===== src/rtl/srt4_div_ctrl.sv =====
// Sequencing controller for the radix-4 SRT integer divider: request handshake,
// sign handling, pre-processing/core sequencing, remainder fix-up and result handoff.
module srt4_div_ctrl #(
  parameter int DW = 32,
  parameter int CW = 16
) (
  input  logic            clk,
  input  logic            rst_n,
  input  logic            in_valid,
  output logic            in_ready,
  input  logic            in_signed,
  input  logic            in_rem,
  input  logic [DW-1:0]   in_dividend,
  input  logic [DW-1:0]   in_divisor,
  input  logic            kill,
  output logic            pp_start,
  output logic [DW-1:0]   pp_dividend,
  output logic [DW-1:0]   pp_divisor,
  input  logic [CW-1:0]   pp_iterations,
  input  logic [CW-1:0]   pp_recovery,
  output logic            core_load,
  output logic            core_step,
  input  logic [DW-1:0]   core_quo,
  input  logic [DW+2:0]   core_rem,
  output logic            out_valid,
  input  logic            out_ready,
  output logic [DW-1:0]   out_result,
  output logic            out_dz
);

  typedef enum logic [2:0] {S_IDLE, S_PRE, S_ITER, S_FIX, S_DONE} state_t;

  state_t          r_state;
  state_t          w_next;
  logic            r_in_ready;
  logic            r_rem;
  logic            r_neg_q;
  logic            r_neg_r;
  logic [DW-1:0]   r_mag_a;
  logic [DW-1:0]   r_mag_b;
  logic [CW-1:0]   r_cnt;
  logic [CW-1:0]   r_rec;
  logic [DW-1:0]   r_result;
  logic            r_dz;

  logic            w_accept;
  logic            w_neg_a;
  logic            w_neg_b;
  logic [DW-1:0]   w_mag_a;
  logic [DW-1:0]   w_mag_b;
  logic            w_div_zero;
  logic            w_ovf;
  logic [DW-1:0]   w_special;
  logic [CW-1:0]   w_shamt;
  logic [DW-1:0]   w_r;
  logic [DW-1:0]   w_fix_q;
  logic [DW-1:0]   w_fix_r;

  assign w_accept   = in_valid & r_in_ready;
  assign w_neg_a    = in_signed & in_dividend[DW-1];
  assign w_neg_b    = in_signed & in_divisor[DW-1];
  assign w_mag_a    = w_neg_a ? -in_dividend : in_dividend;
  assign w_mag_b    = w_neg_b ? -in_divisor  : in_divisor;
  assign w_div_zero = (in_divisor == '0);
  assign w_ovf      = in_signed && (in_dividend == {1'b1, {(DW-1){1'b0}}}) && (in_divisor == '1);
  assign w_special  = w_div_zero ? (in_rem ? in_dividend : '1)
                                 : (in_rem ? '0 : {1'b1, {(DW-1){1'b0}}});

  // The core leaves the remainder scaled by the normalisation shift; undo it here.
  assign w_shamt = CW'(DW) - r_rec;
  assign w_r     = DW'(core_rem >> w_shamt);
  assign w_fix_q = r_neg_q ? -core_quo : core_quo;
  assign w_fix_r = r_neg_r ? -w_r : w_r;

  // NOTE: every variable gets a default before the case so no latch is inferred.
  always_comb begin
    w_next    = r_state;
    pp_start  = 1'b0;
    core_load = 1'b0;
    core_step = 1'b0;
    out_valid = 1'b0;
    case (r_state)
      S_IDLE: if (w_accept) w_next = (w_div_zero || w_ovf) ? S_DONE : S_PRE;
      S_PRE: begin
        pp_start  = 1'b1;
        core_load = 1'b1;
        if (kill)                     w_next = S_IDLE;
        else if (pp_iterations == '0) w_next = S_FIX;
        else                          w_next = S_ITER;
      end
      S_ITER: begin
        core_step = 1'b1;
        if (kill)                     w_next = S_IDLE;
        else if (r_cnt == CW'(1))     w_next = S_FIX;
      end
      S_FIX:  w_next = kill ? S_IDLE : S_DONE;
      S_DONE: begin
        out_valid = 1'b1;
        if (out_ready) w_next = S_IDLE;
      end
      default: w_next = S_IDLE;
    endcase
  end

  // NOTE: state uses non-blocking assignments; the synchronous reset clears every register.
  always_ff @(posedge clk) begin
    if (!rst_n) begin
      r_state    <= S_IDLE;
      r_in_ready <= 1'b0;
      r_rem      <= 1'b0;
      r_neg_q    <= 1'b0;
      r_neg_r    <= 1'b0;
      r_mag_a    <= '0;
      r_mag_b    <= '0;
      r_cnt      <= '0;
      r_rec      <= '0;
      r_result   <= '0;
      r_dz       <= 1'b0;
    end else begin
      r_state    <= w_next;
      r_in_ready <= (w_next == S_IDLE);
      case (r_state)
        S_IDLE: if (w_accept) begin
          r_rem   <= in_rem;
          r_neg_q <= w_neg_a ^ w_neg_b;
          r_neg_r <= w_neg_a;
          r_mag_a <= w_mag_a;
          r_mag_b <= w_mag_b;
          r_dz    <= w_div_zero;
          if (w_div_zero || w_ovf) r_result <= w_special;
        end
        S_PRE: begin
          r_cnt <= pp_iterations;
          r_rec <= pp_recovery;
        end
        S_ITER: r_cnt <= r_cnt - CW'(1);
        S_FIX:  if (!kill) r_result <= r_rem ? w_fix_r : w_fix_q;
        default: ;
      endcase
    end
  end

  assign in_ready    = r_in_ready;
  assign pp_dividend = r_mag_a;
  assign pp_divisor  = r_mag_b;
  assign out_result  = r_result;
  assign out_dz      = r_dz;

endmodule


===== config.mk =====
export PLATFORM = sky130hd
export DESIGN_NAME = srt4_div_ctrl
export DESIGN_NICKNAME = d
export VERILOG_FILES = /design/src/rtl/srt4_div_ctrl.sv
export SDC_FILE = /design/constraint.sdc
export NUM_CORES = 1
export LEC_CHECK = 0
export ABC_AREA = 1
export BUFFER_PORTS_ARGS = -buffer_cell sky130_fd_sc_hd__buf_2
export CAP_MARGIN = 25
export CORE_MARGIN = 2
export CORE_UTILIZATION = 50
export DETAILED_ROUTE_END_ITERATION = 10
export PLACE_DENSITY = 0.78
export RECOVER_POWER = 25
export SYNTH_ARGS = -nofsm -noshare
export SYNTH_HDL_FRONTEND = slang
export SYNTH_SLANG_ARGS = --single-unit

===== constraint.sdc =====
create_clock -name clk -period 4.58 [get_ports clk]
set_input_delay 0.687 -clock clk [delete_from_list [all_inputs] [get_ports clk]]
set_output_delay 0.687 -clock clk [all_outputs]
set_load 0.05 [all_outputs]

==> impl_results.md <==
- Outcome: finished, final reports clean
- Drt first-iter violations: 1511
- Syn. warnings: 0
- Worst R2R Path Depth: 35
- DPL Wire Length: 33100 um
- Synthesized Nets: 2331
- Post-Synth Adder-Cell Area: 0.819%
- CTS tree: done
- Post-synthesis mux area share: 0.0819%
- Reg-to-Reg Start: r_rec[0]
- Util after Layout: 59.5%
- CTS buffer count: 17
- Final Skew: 13.7 ps
- CP startpoint kind: input pin
- Kind of critical path: input pin to flip-flop
- Crit path cell chain: buf_2 > inv_1 > ha_1 > nand2_1 > nor2_1 > inv_1 > nor3_1 > inv_1 > nor3_2 > nand2_1 > nor3_2 > nand2_1 > nor4_1 > nand2_1 > inv_1 > nand2_1 > o41ai_1 > a22oi_1 > inv_1 > nand2_1 > a21oi_1 > nand2_1 > a21oi_1
- Post-cts sizing count: 0
- Slew HR: 29.9%
- Antenna violations before repair: 2
- CP Data Required Time: 4930 ps
- Largest net degree at the start of global routing: 107
- Share of layout cells above drive strength 1: 14.2%
- Setup bufs post-CTS: 0
- Seq/Total Area, Yosys: 22.3%
- Part of the power in the clock network: 32.7%
- Top-Level Pins: 272
- Vias: 15400
- Minimum clock period: 4140 ps
- Crit. End Element: flip-flop
- CTS root buf: clkbuf_16
- DRT Pass-1 Iters: 8
- H-Tree Depth: 4
- Clock Latency Late Sink: 430 ps
- Compound-cell area share of the yosys netlist: 18.8%
- Netlist cell types: 53
- Slowest CP cell: o41ai_1
- Prevailing post-synth register cell: dfxtp_1
- Core Area: 24200 um2
- Final cycle utilization of the critical path: 90.4%
- Total Routing Usage GR: 33.2%
- Num rows: 57
- Area share of the largest cell type after synthesis: 22.3%
- Worst-case clock buffer depth: 2
- Seq pwr share: 27.8%
- Final hold viol count: 0
- Async S/R FF share, synth: 0%
- Crit. Startpoint: in_dividend[0]
- Cell count after synthesis: 2153
- Antenna viol nets, final: 0
- Count leader, synth: nand2_1
- Clock Sinks: 136
- Crit path to: out_result[26]
- Final Wtd Congestion: 0.958
- Layout net count: 2542
- Vias in the first global route: 14400
- Area leader, netlist: dfxtp_1
- Largest family of logic cells by synthesized area: simple AND/OR/NAND/NOR gates
- Simple-gate area share of the yosys netlist: 44.9%
- Hold WC Path Type: flip-flop to flip-flop
- Internal: 2.70 mW
- Grt ovf: 0
- Switching pwr: 1.93 mW
- Total Power: 4.63 mW
- RSZ-0062 raised after global routing: true
- Placed Instance Area: 13800 um2
- # DRC: 0
- Number of synthesized flops with an enable pin: 0
- Syn_area_per_cell: 5.67 um2
- Buffers on Ports: 271
- Initial Util: 50.5%
- CTS hold repair buffers: 0
- Synth-to-Final Area Change: 17.8%
- Post-synthesis register bit count: 136
- Crit path top cell by count: nand2_1
- Leakage power: 7.00 nW
- Max incr delay on CP: 590 ps
- P per Cell Area: 322 nW/um2
- Final setup fails: 0
- Synth cell count leaders: 590 x nand2_1, 258 x nand3_1, 219 x nor2_1
- Top cells by area, synth: dfxtp_1 22%, nand2_1 18%, nand3_1 11%, nor2_1 6.7%, a21oi_1 6.4%
- Critical path arrival: 4490 ps
- Reg2reg end: out_result[18]
- Reg2Reg Setup Slack: 500 ps
- Tightest Pin Transition: 1050 ps
- Post-Synth XOR/XNOR Area: 2.94%
- Clock transition at path regs: 70 ps
- Crit Path Max Fanout: 14
- Fmax: 0.242 GHz
- Wire length per cell: 16.1 um
- Die area: 25700 um2
- Design area: 14400 um2
- Comb pwr share: 39.5%
- Mapped Area: 12200 um2
- Die X: 160 um
- First-pass GRT wire length: 71000 um
- Max Slew Vio Count: 0
- Switching share of total power: 41.6%
- DR vias/cell: 5.72
- Die H: 160 um
- Max VDD drop: 0.225 mV
- Max Cap Violations: 0
- Overall routed net length: 43600 um
## state kept, by name (all words and copies together), names as in the netlist
signal,cells
r_rec,16
out_dz,1
r_state,3
r_rem,1
out_result,32
in_ready,1
pp_divisor,32
r_neg_r,1
r_neg_q,1
r_cnt,16
pp_dividend,32
## critical path: cells and delay by family
family / cells / cell delay (ps)
compound gates: 4 / 1140
fa+ha+maj: 1 / 180
buf+inv: 6 / 840
simple gates: 12 / 1610
## cell families (layout without fill, tap and decap cells)
logic type,count (synthesis),after routing
AOI/OAI and AO/OA,407,407
xor gates and xnor gates,41,41
adders and majority gates,8,8
buffers and inverters,316,539
DFF,136,136
muxes,1,1
other,0,2
and+or+nand+nor,1244,1244
## per-layer routing
metal / track usage, % / wire length [um] / share of wire, % / vias to the layer above
met4: 11.8 / 1430 / 3.3 / 0
met3: 6.77 / 3730 / 8.6 / 109
li1: - / - / - / 7650
met1: 42.7 / 18300 / 42 / 6980
met5: 0 / 0 / 0 / -
met2: 55.2 / 20100 / 46 / 704
## power by group through the flow
stage | clock network, mW | logic, mW | registers, mW
detailed placement | 0 | 1.79 | 1.31
global placement | 0 | 1.78 | 1.31
global route | 1.57 | 2.02 | 1.29
floorplan | 0 | 1.17 | 1.46
CTS | 1.52 | 1.80 | 1.28
finish | 1.51 | 1.83 | 1.29
## final cells by class
class	count	area [um2]
fillers	2508	9790
multi-input cells	1701	8270
flip-flops and latches	136	2720
repair buffers	308	1600
inverters	200	753
clock buffers	17	425
well taps	324	405
clock inverters	14	210
diodes	2	5.00
## worst min path at each step
stage | from | end | slack [ps] | cells past startpoint
after floorplan | r_cnt[13] | r_cnt[13] | 440 | 2
after global placement | out_result[29] | out_result[29] | 450 | 2
after detailed placement | pp_divisor[31] | pp_divisor[31] | 460 | 2
after CTS | pp_divisor[31] | pp_divisor[31] | 470 | 2
after global routing | out_result[27] | out_result[27] | 500 | 2
final | pp_divisor[31] | pp_divisor[31] | 470 | 2
## metrics by stage
step | hold slack, ps | worst slack, ps | setup TNS (ps) | std cells
2_1_floorplan | 443 | 710 | 0 | 2153
3_3_place_gp | 451 | 123 | 0 | 2668
3_5_place_dp | 456 | 89.4 | 0 | 2669
4_1_cts | 466 | 309 | 0 | 2700
5_1_grt | 495 | -20.0 | -20.0 | 2702
6_report | 465 | 440 | 0 | 2702
## layout by cell type (no fill, tap or decap), types with 4 or more instances in the layout
cell type  Yosys  layout
a21oi_1      156     156
a31oi_1       17      17
buf_2         14     213
buf_4          3      32
bufinv_16      0       4
clkbuf_1      86      59
clkbuf_16      0      17
clkinv_1       7       7
dfxtp_1      136     136
ha_1           8       8
inv_1        181     181
inv_2         12      11
inv_6          0       6
nand2_1      590     590
nand2_2        5       5
nand2_4        5       5
nand3_1      258     258
nand3_2        5       5
nand4_1       65      65
nor2_1       219     217
nor2_2         8       8
nor2_4         4       6
nor3_1        45      45
nor4_1        14      14
o211ai_1      22      22
o21ai_0      138     138
o21ai_1       22      22
o21bai_1       5       5
o221ai_1      27      27
o31ai_1        4       4
or2_2          9       9
xnor2_1       10      10
xor2_1        31      30
Power figures use the tool's default switching activity.
